[src/rtl/mips_fsm_pkg.sv]
// Shared encodings for the multi-cycle MIPS sequencer and its datapath siblings.
// Latency: none (definitions only). Backpressure: n/a.
// Consumers: controller, execute stage.
package mips_fsm_pkg;

  typedef enum logic [2:0] {
    S_IF   = 3'd0,
    S_ID   = 3'd1,
    S_RF   = 3'd2,
    S_EX   = 3'd3,
    S_MA   = 3'd4,
    S_WB   = 3'd5,
    S_OUT  = 3'd6,
    S_HALT = 3'd7
  } state_t;

  localparam logic [5:0] OP_RFORM = 6'b000000;
  localparam logic [5:0] OP_ADDIU = 6'b001001;
  localparam logic [5:0] OP_LW    = 6'b100011;
  localparam logic [5:0] OP_BEQ   = 6'b000100;
  localparam logic [5:0] OP_BNE   = 6'b000101;

  typedef enum logic [1:0] {
    MEM_READ  = 2'b00,
    MEM_WRITE = 2'b01,
    MEM_IDLE  = 2'b10
  } mem_op_t;

endpackage

[src/rtl/mips_ctrl_perf_counters.sv]
// Saturating 16-bit cycle and stall counters for the sequencer.
// Latency: counts appear one cycle after the qualifying cycle. Backpressure: none.
module mips_ctrl_perf_counters (
  input  logic        clk,
  input  logic        rst_n,
  input  logic        cycle_inc,
  input  logic        stall_inc,
  output logic [15:0] cycle_count,
  output logic [15:0] stall_count
);

  always_ff @(posedge clk or negedge rst_n) begin
    if (!rst_n) begin
      cycle_count <= 16'd0;
      stall_count <= 16'd0;
    end else begin
      if (cycle_inc && cycle_count != 16'hFFFF) cycle_count <= cycle_count + 16'd1;
      if (stall_inc && stall_count != 16'hFFFF) stall_count <= stall_count + 16'd1;
    end
  end

endmodule

[src/rtl/mips_fsm_controller.sv]
// Multi-cycle MIPS sequencer: IF/ID/RF/EX/MA/WB/OUT/HALT; counters under MIPS_CTRL_PERF_EN.
// Latency: 4 (branch), 6 (ALU), 7 (LW) cycles with immediate acks. Backpressure:
// holds in IF, MA and OUT until imem_ack, dmem_ack, out_ready respectively.
module mips_fsm_controller
  import mips_fsm_pkg::*;
#(
  parameter int MAX_INSTR = 0
) (
  input  logic        clk,
  input  logic        rst_n,
  input  logic        run,
  input  logic [5:0]  operation_code,
  input  logic        imem_ack,
  input  logic        dmem_ack,
  input  logic        out_ready,
  output logic [2:0]  current_state,
  output logic        imem_req,
  output logic        ir_load,
  output logic        dmem_req,
  output logic [1:0]  mem_op,
  output logic        wb_sel,
  output logic        rf_write_en,
  output logic        result_valid,
  output logic        halted,
  output logic [7:0]  retired_count,
  output logic [15:0] cycle_count,
  output logic [15:0] stall_count
);

  state_t   state, state_nxt;
  mem_op_t  mem_op_s;
  logic     retire;
  logic [7:0] retired_next;
  logic     retire_hit;

  assign retired_next = retired_count + 8'd1;
  // An 8-bit count never equals 256, so that limit never halts.
  assign retire_hit   = (MAX_INSTR != 0) && (int'(retired_next) == MAX_INSTR);

  always_ff @(posedge clk or negedge rst_n) begin
    if (!rst_n) begin
      state         <= S_IF;
      retired_count <= 8'd0;
    end else begin
      state <= state_nxt;
      if (retire) retired_count <= retired_next;
    end
  end

  always_comb begin
    state_nxt    = state;
    retire       = 1'b0;
    imem_req     = 1'b0;
    dmem_req     = 1'b0;
    mem_op_s     = MEM_IDLE;
    wb_sel       = 1'b0;
    rf_write_en  = 1'b0;
    result_valid = 1'b0;
    halted       = 1'b0;
    case (state)
      S_IF: begin
        imem_req = run;
        if (run && imem_ack) state_nxt = S_ID;
      end
      S_ID: state_nxt = S_RF;
      S_RF: state_nxt = S_EX;
      S_EX: begin
        case (operation_code)
          OP_LW:              state_nxt = S_MA;
          OP_ADDIU, OP_RFORM: state_nxt = S_WB;
          default:            retire = 1'b1;
        endcase
      end
      S_MA: begin
        dmem_req = 1'b1;
        mem_op_s = MEM_READ;
        if (dmem_ack) state_nxt = S_WB;
      end
      S_WB: begin
        rf_write_en = 1'b1;
        wb_sel      = (operation_code == OP_LW);
        state_nxt   = S_OUT;
      end
      S_OUT: begin
        result_valid = 1'b1;
        if (out_ready) retire = 1'b1;
      end
      S_HALT: halted = 1'b1;
    endcase
    if (retire) state_nxt = retire_hit ? S_HALT : S_IF;
  end

  assign current_state = state;
  assign mem_op        = mem_op_s;
  assign ir_load       = imem_req & imem_ack;

`ifdef MIPS_CTRL_PERF_EN
  logic cycle_inc;
  logic stall_inc;

  assign cycle_inc = (state != S_HALT) && (run || state != S_IF);
  assign stall_inc = (state == S_IF  && run && !imem_ack) ||
                     (state == S_MA  && !dmem_ack)        ||
                     (state == S_OUT && !out_ready);

  mips_ctrl_perf_counters u_perf (
    .clk         (clk),
    .rst_n       (rst_n),
    .cycle_inc   (cycle_inc),
    .stall_inc   (stall_inc),
    .cycle_count (cycle_count),
    .stall_count (stall_count)
  );
`else
  assign cycle_count = 16'd0;
  assign stall_count = 16'd0;
`endif

endmodule

[config.mk]
export PLATFORM = sky130hd
export DESIGN_NAME = mips_fsm_controller
export DESIGN_NICKNAME = d
export VERILOG_FILES = /design/src/rtl/mips_fsm_pkg.sv /design/src/rtl/mips_ctrl_perf_counters.sv /design/src/rtl/mips_fsm_controller.sv
export SDC_FILE = /design/constraint.sdc
export NUM_CORES = 1
export LEC_CHECK = 0
export ABC_AREA = 1
export ABC_CLOCK_PERIOD_IN_PS = 1100
export BUFFER_PORTS_ARGS = -buffer_cell sky130_fd_sc_hd__buf_2
export CORE_AREA = 2 2 55 57
export DETAILED_ROUTE_END_ITERATION = 7
export DIE_AREA = 0 0 57 59
export PLACE_DENSITY = 0.77
export SLEW_MARGIN = 20
export SYNTH_ARGS = -nofsm -noshare
export SYNTH_HDL_FRONTEND = slang
export SYNTH_SLANG_ARGS = --single-unit
[constraint.sdc]
create_clock -name clk -period 1.1 [get_ports clk]
set_input_delay 0.11 -clock clk [delete_from_list [all_inputs] [get_ports clk]]
set_output_delay 0.11 -clock clk [all_outputs]
set_load 0.01 [all_outputs]
# Word-level counts from Yosys, hierarchy flattened

Index checks and enable logic that the tools add are counted.

Register bits after elaboration: 11
Input bits: 12
Output and inout port bits: 52
Word-level logic and storage cells: 38

$add $sub $neg: 1
Equality and inequality tests: 12
Mux-type cells: 15
Bitwise logic cells: 1
Reduce and logical (&&, ||, !) cells: 7

Operator list:

| operator            | number |
|---|---|
| $pmux 3 s6          | 1 |
| $eq 3x3->1 const B  | 4 |
| $mux 3              | 3 |
| $add 8x1->8 const B | 1 |
| $mux 1              | 8 |
| $reduce_bool 7->1   | 1 |
| $eq 3x2->1 const B  | 2 |
| $eq 6x4->1 const B  | 1 |
| $eq 6x6->1 const B  | 1 |
| $logic_not 6->1     | 1 |
| $ne 3x3->1 const B  | 2 |
| $pmux 3 s2          | 1 |
| $ne 4x4->1 const B  | 1 |
| $reduce_and 4->1    | 1 |
| $eq 3x1->1 const B  | 1 |
| $logic_not 3->1     | 1 |
| $reduce_or 3->1     | 1 |
| $mux 2              | 1 |
| $pmux 1 s2          | 1 |
| $reduce_or 2->1     | 1 |
| $and 1x1->1         | 1 |
| $logic_and 1x1->1   | 1 |

# Longest topological paths before layout

Gate-level depths: netlist of run 1.

Depth after elaboration: 6
Mapped depth: 8
Depth with buffers taken out: 8

# Worst setup path before layout of run 1

No wires, ideal clock.

Path type: flip-flop to flip-flop
Start point: register state[1] (netlist: current_state[1])
End point: register state[1] (netlist: current_state[1])
Arrival: 1.077 ns
Path slack: -0.095 ns
Cell stages (with the launch flop): 6
Buffers on the path: 0
Clock period less this slack: 1.195 ns
Cell sequence: dfrtp_1 inv_2 nor3_4 nand2_4 nand2_4 nor2_1

Word-level cells in the longest chain between the ends: 4

Ends and longest elaborated chain:

| item                                                | RTL line                  | RTL |
|---|---|---|
| start: declaration                                  | mips_fsm_controller.sv:30 | `state_t state, state_nxt;` |
| start signal: assignment                            | mips_fsm_controller.sv:45 | `state <= state_nxt;` |
| $eq 3x3->1 / $eq 3x2->1 (equally long branches)     | mips_fsm_controller.sv:60 | `case (state)` |
| $pmux 1 s2                                          | mips_fsm_controller.sv:60 |  |
| $ne 4x4->1 (no source line) (tied with other cells) | n/a                       |  |
| $reduce_and 4->1 (no source line)                   | n/a                       |  |

Parallel ways exist; a longest one is shown, timed or not.
A chain may end at the register's enable or synchronous reset.

# Worst setup path after layout of run 1

Start point: register state[1] (netlist: current_state[1])
End point: output port result_valid

Word-level cells in the longest chain between the ends: 2

Ends and longest elaborated chain:

| item             | RTL line                  | RTL |
|---|---|---|
| $eq 3x3->1       | mips_fsm_controller.sv:60 |  |
| $mux 1           | mips_fsm_controller.sv:60 |  |
| end: declaration | mips_fsm_controller.sv:23 | `output logic result_valid,` |

Every way passes these cells.

==> parameters.txt, run 1 <==
Parameter                              Value

Status
  Status ... complete, but fails checks
  Failing checks ... setup timing

Floorplan
  Die outline height ... 59 µm
  Horizontal die dimension ... 57 µm
  Core ar. ... 2710 µm²
  Effective utilization at floorplan ... 37.5%
  Die area ... 3360 µm²
  Placement row count ... 19
  IO Count ... 64

Hold path
  Cell count of the worst hold path ... 4
  Type of the tightest min-delay check ... primary input to flop

CTS
  Clk pin slew, worst setup/hold paths ... 0.07 ns
  H-tree levels ... 1
  Deepest clock path buffer count ... 2
  CTS sink cnt ... 11
  Clock insertion delay at the later pin of the skew report ... 0.28 ns
  Total CTS buffers ... 3
  Clock Root Buffer ... clkbuf_4
  TritonCTS clock tree ... yes

Critical path
  Buffers and inverters on the worst path ... 4
  Data arrival time of the critical path ... 1.26 ns
  Number of cells on the critical path ... 5
  Critical Path RT ... 0.99 ns
  Endpoint kind of the worst setup timing path ... output port
  Category of the critical setup timing path ... flop to output port
  Internal reg-to-reg setup slack ... -0.19 ns
  Critical-path cell list ... inv_4 > buf_6 > nor3_4 > buf_4 > buf_6
  Delay contributed by the slowest stage of the critical path ... 0.39 ns
  CP max stage cell ... dfrtp_2
  Largest driver fanout on the critical path ... 3
  Category of cells accounting for the largest share of critical-path delay ... buffers and inverters
  Critical path's most frequent cell ... buf_6
  Type of element launching the critical path ... flop
  Count of cells along the worst register-to-register path ... 8

STA
  Final min period ... 1.37 ns
  Final setup violation count ... 20
  Number of max-slew violations in the final report ... 0
  Setup clock skew after layout ... 0.00477 ns
  Crit path setup slack, layout ... -0.266 ns
  Top achievable clock speed ... 732 MHz
  Setup repair after global routing missed its margin ... true
  Final Hold Vio Count ... 0
  Ratio of final minimum period to clock period ... 124%

Place
  Cell Count Post-Placement ... 220
  Placed standard-cell area ... 1180 µm²
  Detailed placer's ending HPWL ... 1.63 mm
  Port Buffer Count ... 30
  Last weighted congestion value of the routability-driven placer ... 0.801

GRT
  Number of global-route vias before repair ... 876
  Initial antenna violation count ... 0
  Largest net degree at the start of global routing ... 12
  Total gr overflow ... 0
  Overall global routing resource usage ... 14.0%
  Met2 routing resource usage after global routing ... 25.1%
  Global-route wire length before repair ... 3.73 mm
  Met1 layer usage reported by global route ... 17.4%
  Global-route layer with the greatest usage ... met2
  Met3 GRT Util ... 2.84%

Synth
  Synth cell types ... 20
  Post-synthesis average cell area ... 6.87 µm²
  Synth Cell Area ... 1020 µm²
  Post-synthesis instance total ... 148
  Number of synthesis warnings ... 0
  Number of storage elements in the synthesis netlist ... 11
  Sequential fraction of the synthesis area ... 27.1%

Run
  Max-capacitance violation count ... 0

Drt
  Pre-Repair DR Iteration Count ... 4
  Vias per cell ... 4.41
  Number of design rule violations left after detail routing ... 0
  Mean routed wirelength per cell ... 11.2 µm
  Remaining antenna violation count after routing ... 0
  Count of routing violations after the opening detailed-route iteration ... 39
  Detailed Route WL ... 2.66 mm
  Vias post-DR ... 1050

Cells and area
  Area added between synthesis and finish ... 45.4%
  NumNets Final ... 221
  Count of non-filler cells in the finished layout ... 238
  Antenna diode count ... 0
  Finished Cell Area ... 1480 µm²
  Proportion of layout cells with a drive suffix above 1 ... 39.6%

Pwr
  Worst supply voltage drop on vdd ... 1160 µV
  Static leakage power ... 0.000862 µW
  Power per unit of standard cell area ... 2290 nW/µm²
==> sequential cells by signal, summed over array words and instances (netlist names) <==
register and cells:
current_state 3, retired_count 8
==> through the flow <==
step,power (µW),util (%),setup WS [ns],TNS [ns],hold WS [ns]
final,3390,54.6,-0.266,-3.72,0.207
after global routing,3580,54.6,-0.334,-4.83,0.215
after CTS,2900,50.5,-0.235,-2.69,0.222
after detailed placement,2110,43.5,-0.0729,-0.637,-0.0149
after global placement,2090,43.5,-0.0373,-0.225,-0.0145
after floorplan,1580,-,-0.0516,-0.408,-0.186
==> worst reg2reg max path, cell delays in order, from the launching register on <==
cell and delay, ns:
dfrtp_2 0.39, buf_4 0.12, buf_6 0.11, nand2_4 0.07, nor2_4 0.15, nand3_4 0.14, nand2_4 0.13, nand2_1 0.06
nand2_1 0.06
==> placed cells by master, fill, tap and decap left out, drive strengths merged <==
cell type	netlist	final
dlygate4sd3	0	1
clkbuf	0	4
o21bai	1	1
nand2	43	44
nand3	13	14
xor2	3	3
dfrtp	11	11
nand4	1	1
inv	18	18
nand3b	2	2
xnor2	1	1
conb	1	33
nor3	2	2
ha	1	1
buf	33	53
nor2	15	15
o21ai	1	1
a21oi	2	2
==> cell usage after synthesis (all sizes together) <==
library cell	count	area, µm²
a21oi	2	10.0
buf	33	248
conb	1	3.75
dfrtp	11	275
ha	1	12.5
inv	18	67.6
nand2	43	176
nand3	13	77.6
nand3b	2	15.0
nand4	1	6.26
nor2	15	56.3
nor3	2	21.3
o21ai	1	5.00
o21bai	1	7.51
xnor2	1	8.76
xor2	3	26.3
==> routing by layer <==
metal,wire (µm),share of wire [%],up-vias
met3,190,7.2,8
met2,1400,53,48
met1,1040,39,485
met5,0,0,-
li1,-,-,509
met4,24,0.90,0
==> what timing repair did <==
action                                  CTS  global route
pin swaps                                 9             5
hold buffers                              1             0
endpoints found under the hold margin    11             0
buffers inserted                          8             5
endpoints found under the setup margin   18            24
gates resized for setup                  24            16
gates cloned                              1             1
==> where the power goes <==
part | total (µW) | switching, µW | leakage [µW] | internal, µW
logic | 2400 | 1220 | 0.000707 | 1170
clock network | 286 | 146 | 0.0000150 | 141
registers | 704 | 163 | 0.000140 | 542
==> final timing paths <==
| kind | from | end |
|---|---|---|
| max | current_state[1] | result_valid |
| max reg2reg | current_state[1] | retired_count[6] |
| min in group asynchronous | rst_n | retired_count[5] |
| min reg2reg | retired_count[7] | retired_count[7] |
| max in group asynchronous | rst_n | current_state[0] |
| min | out_ready | current_state[1] |
==> layout make-up <==
cell class / instances / area, µm²
Timing Repair Buffer: 54 / 414
Inverter: 18 / 72.6
Sequential cell: 11 / 279
Multi-Input combinational cell: 120 / 648
Tap cell: 31 / 38.8
Fill cell: 243 / 1230
Clock buffer: 4 / 26.3
==> logic make-up (layout without fill, tap and decap cells) <==
family | Yosys count | count (layout) | share of synthesized area (%)
adders and majority gates | 1 | 1 | 1.23
xor gates and xnor gates | 4 | 4 | 3.44
and+or+nand+nor | 76 | 78 | 34.7
DFF | 11 | 11 | 27.1
other | 1 | 33 | 0.369
AOI/OAI and AO/OA | 4 | 4 | 2.21
buffers and inverters | 51 | 76 | 31.0
Power figures use the tool's default switching activity.
==> run 2: changes to the inputs <==
Settings changed: CELL_PAD_IN_SITES_DETAIL_PLACEMENT set to 1, CELL_PAD_IN_SITES_GLOBAL_PLACEMENT set to 1, CORE_AREA 2 2 55 57 to 2 2 67 69, DIE_AREA 0 0 57 59 to 0 0 69 71.
==> parameters.txt, run 2 (synthesis gave the netlist of run 1 again) <==
Parameter                              Value

Status
  Status ... complete, but fails checks
  Failing checks ... setup timing

Pwr
  Clock power share ... 12.0% (+3.5 points)
  Power per unit of standard cell area ... 2270 nW/µm² (-0.97%)
  Pint ... 1880 µW (+0.96%)
  Portion of total power attributed to combinational logic ... 66.2% (-4.5 points)
  Worst supply voltage drop on vdd ... 576 µV (-50%)
  Sequential group share of total power ... 21.9% (+1.1 points)
  Static leakage power ... 0.000862 µW (about the same)
  Net load switching power ... 1490 µW (-2.4%)
  Switching fraction of total power ... 44.3% (-0.83 points)

Critical path
  Critical Path RT ... 0.99 ns (about the same)
  Delay contributed by the slowest stage of the critical path ... 0.45 ns (+0.06 ns)
  Endpoint kind of the worst setup timing path ... output port
  Type of element launching the critical path ... flop
  Largest driver fanout on the critical path ... 4 (+1)
  Data arrival time of the critical path ... 1.21 ns (-0.05 ns)
  First element of the critical path ... current_state[0]
  Critical-path cell list ... buf_6 > nor3_4 > buf_2
  Startpoint of the lowest-slack register-to-register path ... current_state[0]
  CP max stage cell ... dfrtp_2
  Category of the critical setup timing path ... flop to output port

Place
  Port Buffer Count ... 30 (unchanged)
  Cell Count Post-Placement ... 241 (+9.5%)
  Last weighted congestion value of the routability-driven placer ... 0.786 (-1.9%)
  Placement-stage worst setup slack ... -0.121 ns (-0.0481 ns)
  Placed standard-cell area ... 1210 µm² (+2.2%)
  Detailed placer's ending HPWL ... 1.96 mm (+20%)

Run
  Max-capacitance violation count ... 0 (unchanged)

Cells and area
  Antenna diode count ... 0 (unchanged)
  Count of non-filler cells in the finished layout ... 258 (+8.4%)
  Largest register FFs ... 8 (unchanged)
  NumNets Final ... 220 (-0.45%)
  Register name with the most flops ... retired_count
  Most frequent standard cell in the layout excluding fill and tap cells ... nand2_1
  Finished Cell Area ... 1490 µm² (+0.42%)
  Proportion of layout cells with a drive suffix above 1 ... 41.3% (+1.6 points)
  Area added between synthesis and finish ... 46.0%
  Commonest cells after routing, fill and taps aside ... nand2_1, conb_1, buf_2

Floorplan
  Die area ... 4900 µm² (+46%)
  Die outline height ... 71 µm (+20%)
  Horizontal die dimension ... 69 µm (+21%)
  Core ar. ... 4200 µm² (+55%)
  IO Count ... 64 (unchanged)
  Effective utilization at floorplan ... 24.2% (-13 points)
  Placement row count ... 24 (+5)

Hold path
  Type of the tightest min-delay check ... primary input to flop
  Startpoint of the tightest hold check path ... out_ready

STA
  Final min period ... 1.32 ns (-0.0491 ns)
  Final Hold Vio Count ... 0 (unchanged)
  Top achievable clock speed ... 760 MHz (+3.7%)
  Final setup violation count ... 20 (unchanged)
  Number of max-slew violations in the final report ... 0 (unchanged)
  Ratio of final minimum period to clock period ... 120% (-4.5 points)
  Setup repair after global routing missed its margin ... true
  Setup clock skew after layout ... 0.00378 ns (-0.000993 ns)
  Crit path setup slack, layout ... -0.216 ns (+0.0491 ns)

CTS
  Total CTS buffers ... 3 (unchanged)
  Clk pin slew, worst setup/hold paths ... 0.05 ns (-0.02 ns)
  TritonCTS clock tree ... yes
  CTS sink cnt ... 11 (unchanged)
  H-tree levels ... 1 (unchanged)
  Clock Root Buffer ... clkbuf_8
  Clock insertion delay at the later pin of the skew report ... 0.24 ns (-0.04 ns)
  Deepest clock path buffer count ... 2 (unchanged)

Drt
  Vias per cell ... 3.98 (-9.8%)
  Pre-Repair DR Iteration Count ... 4 (unchanged)
  Remaining antenna violation count after routing ... 0 (unchanged)
  Vias post-DR ... 1027 (-2.2%)
  Mean routed wirelength per cell ... 11.1 µm (-0.42%)
  Detailed Route WL ... 2.87 mm (+7.9%)
  Count of routing violations after the opening detailed-route iteration ... 14 (-64%)
  Number of design rule violations left after detail routing ... 0 (unchanged)

GRT
  Largest net degree at the start of global routing ... 12 (unchanged)
  Number of global-route vias before repair ... 970 (+11%)
  Initial antenna violation count ... 0 (unchanged)
  Overall global routing resource usage ... 10.6% (-3.3 points)
  Global-route wire length before repair ... 4.26 mm (+14%)
  Total gr overflow ... 0 (unchanged)
-- run 2: cell types whose count changed in the layout (fill, tap and decap cells not counted), moves of 3 or more --
cell      previous run  this run
buf_6               17        11
clkbuf_8             0         3
buf_2               23        29
nor2_1              10         7
clkbuf_4             3         0
nor2_2               1         4
-- run 2: final cells by class --
class	instances	area, µm²
Clock buffer	4	45.0
Inverter	18	72.6
Timing Repair Buffer	54	377
Sequential cell	11	280
Fill cell	557	2720
Multi-Input combinational cell	119	646
Tap cell	52	65.1
-- run 2: metal layers --
layer | up-vias | global-route usage, % | routed length (µm)
met1 | 464 | 12.3 | 1100
met5 | - | 0 | 0
met4 | 0 | 5.01 | 101
li1 | 508 | - | -
met2 | 45 | 19.8 | 1500
met3 | 10 | 0.855 | 164
-- run 2: power by group through the flow --
| stage | Combinational [µW] | Sequential (µW) | Clock (µW) |
|---|---|---|---|
| 3_5_place_dp | 1430 | 718 | 0 |
| 4_1_cts | 1730 | 708 | 419 |
| 3_3_place_gp | 1410 | 715 | 0 |
| 6_report | 2230 | 736 | 404 |
| 5_1_grt | 2430 | 757 | 439 |
| 2_1_floorplan | 807 | 770 | 0 |
-- run 2: repair_timing --
item	CTS	global route
endpoints found under the hold margin	11	0
resized for setup	13	25
endpoints found under the setup margin	18	19
pin swaps	5	11
hold buffers	1	0
buffers inserted	5	8
cloned	0	1
-- run 2: per-stage QoR --
| stage | total power (µW) | TNS [ns] | utilization, % | hold WS (ns) |
|---|---|---|---|---|
| finish | 3370 | -2.78 | 35.3 | 0.267 |
| global route | 3630 | -4.18 | 35.3 | 0.288 |
| CTS | 2860 | -2.96 | 31.8 | 0.249 |
| detailed placement | 2150 | -1.10 | 28.7 | 0.00126 |
| global placement | 2130 | -0.436 | 28.7 | -0.00714 |
| floorplan | 1580 | -0.408 | - | -0.186 |
-- run 2: final timing paths --
kind,cells past startpoint,endpoint,slack (ns)
max in group asynchronous,2,retired_count[0],0.58
max reg2reg,6,retired_count[6],-0.16
min,4,current_state[1],0.27
min in group asynchronous,2,current_state[2],0.29
min reg2reg,2,retired_count[7],0.57
max,3,result_valid,-0.22
-- run 2: worst max-delay path: cells and delay by family, from the launching register on --
| kind | cells | cell delay [ns] |
|---|---|---|
| buf+inv | 2 | 0.32 |
| simple gates | 1 | 0.20 |
| flops | 1 | 0.45 |
==> run 3: changes to the inputs <==
Settings changed: ABC_AREA 1 to not set, CORE_AREA 2 2 67 69 to 2 2 64 66, DIE_AREA 0 0 69 71 to 0 0 66 68, PLACE_DENSITY 0.77 to 0.74, SETUP_SLACK_MARGIN set to 0.15.
==> parameters.txt, run 3 <==
Parameter                              Value

Cells and area
  Footprint of the multi-input gates ... 537 µm² (-17%)
  Storage cell area ... 279 µm² (-0.45%)
  Most frequent standard cell in the layout excluding fill and tap cells ... conb_1
  Register name with the most flops ... retired_count
  NumNets Final ... 173 (-21%)
  Fill cells ... 476 (-15%)
  Largest register FFs ... 8 (unchanged)
  Antenna diode count ... 0 (unchanged)
  Commonest cells after routing, fill and taps aside ... conb_1, buf_6, buf_2
  Proportion of layout cells with a drive suffix above 1 ... 56.6% (+15 points)
  Area added between synthesis and finish ... 66.8%

STA
  Top achievable clock speed ... 732 MHz (-3.6%)
  Ratio of final minimum period to clock period ... 124% (+4.4 points)
  Number of max-slew violations in the final report ... 0 (unchanged)
  Final setup violation count ... 22 (+10%)
  Setup repair after global routing missed its margin ... true
  Crit path setup slack, layout ... -0.265 ns (-0.0489 ns)
  Setup clock skew after layout ... 0.00135 ns (-0.00243 ns)
  Final Hold Vio Count ... 0 (unchanged)
  Final min period ... 1.37 ns (+0.0489 ns)

Synth
  Most numerous cell types in the synthesized netlist ... buf_4, dfrtp_1, nand2_1, xnor2_1
  Synth Cell Area ... 867 µm² (-15%)
  Post-synthesis average cell area ... 9.13 µm² (+33%)
  Cell with the most instances after synthesis ... buf_4
  Async set or reset register ratio after synthesis ... 100% (unchanged)
  Largest cells by area after synthesis ... dfrtp_1, buf_4, xnor2_1
  Post-synthesis instance total ... 95 (-36%)
  Sequential fraction of the synthesis area ... 31.7% (+4.7 points)
  Synth Flop Type ... dfrtp_1
  Cell accounting for the most synthesized area ... dfrtp_1
  Number of storage elements in the synthesis netlist ... 11 (unchanged)
  Proportion of netlist area held by the largest area contributor ... 31.7% (+4.7 points)
  Number of flops mapped to enable cells by yosys ... 0 (unchanged)
  Number of synthesis warnings ... 0 (unchanged)
  Synth cell types ... 25 (+25%)

Pwr
  Worst supply voltage drop on vdd ... 724 µV (+26%)
  Power per unit of standard cell area ... 2690 nW/µm² (+19%)
  Static leakage power ... 0.000748 µW (-13%)
  PnR Total Power ... 3900 µW (+16%)

GRT
  Global-route wire length before repair ... 3.55 mm (-17%)
  Largest net degree at the start of global routing ... 12 (unchanged)
  Overall global routing resource usage ... 10.7% (+0.065 points)
  Total gr overflow ... 0 (unchanged)
  Initial antenna violation count ... 0 (unchanged)
  Number of global-route vias before repair ... 737 (-24%)

Critical path
  Capturing point of the worst reg2reg path ... retired_count[1]
  Largest driver fanout on the critical path ... 6 (+2)
  First element of the critical path ... current_state[2]
  Type of element launching the critical path ... flop
  Endpoint kind of the worst setup timing path ... output port
  Startpoint of the lowest-slack register-to-register path ... current_state[2]
  Count of cells along the worst register-to-register path ... 3 (-3)
  Category of the critical setup timing path ... flop to output port
  Data arrival time of the critical path ... 1.26 ns (+0.05 ns)
  Critical Path RT ... 0.99 ns (about the same)
  Internal reg-to-reg setup slack ... -0.24 ns (-0.08 ns)

Drt
  Vias post-DR ... 801 (-22%)
  Number of design rule violations left after detail routing ... 0 (unchanged)
  Pre-Repair DR Iteration Count ... 3 (-1)
  Count of routing violations after the opening detailed-route iteration ... 7 (-7)
  Vias per cell ... 3.83 (-3.7%)
  Mean routed wirelength per cell ... 12.6 µm (+13%)
  Remaining antenna violation count after routing ... 0 (unchanged)
  Detailed Route WL ... 2.64 mm (-8.1%)

CTS
  TritonCTS clock tree ... yes
  Deepest clock path buffer count ... 2 (unchanged)
  Clock insertion delay at the later pin of the skew report ... 0.24 ns (about the same)
  CTS sink cnt ... 11 (unchanged)
  Clock Root Buffer ... clkbuf_8
  H-tree levels ... 1 (unchanged)
  Total CTS buffers ... 3 (unchanged)
  Clk pin slew, worst setup/hold paths ... 0.05 ns (about the same)

Floorplan
  Placement row count ... 23 (-4.2%)
  Effective utilization at floorplan ... 22.5% (-1.7 points)
  Die outline height ... 68 µm (-4.2%)
  Horizontal die dimension ... 66 µm (-4.3%)
  IO Count ... 64 (unchanged)
  Die area ... 4490 µm² (-8.4%)
  Core ar. ... 3860 µm² (-8.3%)

Hold path
  Type of the tightest min-delay check ... primary input to flop
  Startpoint of the tightest hold check path ... dmem_ack
  Cell count of the worst hold path ... 3 (-1)
  Capture endpoint of the worst hold path ... current_state[0]

Place
  Last weighted congestion value of the routability-driven placer ... 0.749 (-4.7%)
  Placement-stage worst setup slack ... -0.429 ns (-0.308 ns)
  Port Buffer Count ... 30 (unchanged)
  Detailed placer's ending HPWL ... 1.55 mm (-21%)

Status
  Failing checks ... setup timing
  Status ... complete, but fails checks

Run
  Max-capacitance violation count ... 0 (unchanged)
run 3: changes by cell type after synthesis, moves of 3 or more:
| cell | before | now |
|---|---|---|
| nand3_1 | 12 | 2 |
| and3_1 | 0 | 4 |
| inv_1 | 16 | 2 |
| buf_6 | 0 | 3 |
| xnor2_1 | 1 | 7 |
| nand2_1 | 41 | 7 |
| nor2_1 | 15 | 4 |
run 3: how the worst max path moves through the flow:
stage               slack [ns]  depth (start not counted)               end
floorplan                -0.28                          6  retired_count[1]
detailed placement       -0.43                          4  retired_count[1]
CTS                      -0.26                          5          imem_req
finish                   -0.27                          5          imem_req
global route             -0.30                          4      result_valid
global placement         -0.36                          5  retired_count[1]
run 3: routing by layer:
metal | track usage (%) | vias up | wire [µm]
li1 | - | 379 | -
met1 | 11.2 | 383 | 905
met2 | 19.8 | 36 | 1500
met3 | 2.30 | 3 | 196
met4 | 6.12 | 0 | 35
met5 | 0 | - | 0
run 3: area by class of cell:
class                      count  share of cell area [%]
multi-input combinational     78                    37.1
timing repair buffer          64                    35.5
sequential                    11                    19.3
tap                           50                    4.33
clock buffer                   4                    3.11
inverter                       2                   0.692
run 3: metrics by stage:
stage | utilization [%] | area [µm²] | TNS, ns | hold slack (ns) | instances
detailed placement | 26.6 | 1030 | -3.73 | -0.00501 | 182
global route | 37.5 | 1450 | -4.46 | 0.261 | 209
global placement | 26.6 | 1030 | -2.70 | -0.0106 | 182
finish | 37.5 | 1450 | -3.41 | 0.228 | 209
floorplan | - | 1020 | -1.68 | -0.186 | 127
CTS | 33.4 | 1290 | -3.01 | 0.226 | 195
run 3: cells by family after synthesis:
group           after synthesis  share of synthesized area (%)
fa+ha+maj                     1                           1.44
buf+inv                      39                           33.8
simple gates                 27                           17.5
flops                        11                           31.7
xor+xnor                      8                           8.08
compound gates                7                           5.34
mux                           1                           1.73
other cells                   1                          0.432
run 3: repair_timing:
action,CTS,global route
endpoints found under the setup margin,26,28
hold buffers,1,0
pin swaps,6,5
cloned,3,0
resized for setup,33,12
setup buffers,5,14
hold endpoints to repair,11,0
run 3: critical path, cell delays in order (launching register included):
cell and delay (ns):
dfrtp_2 0.45, buf_6 0.16, inv_4 0.06, buf_6 0.09, and3_4 0.16, buf_6 0.09
run 3: power breakdown:
group / switching [µW] / internal, µW / total [µW]
clock network: 148 / 254 / 402
registers: 205 / 575 / 779
logic: 1150 / 1570 / 2720
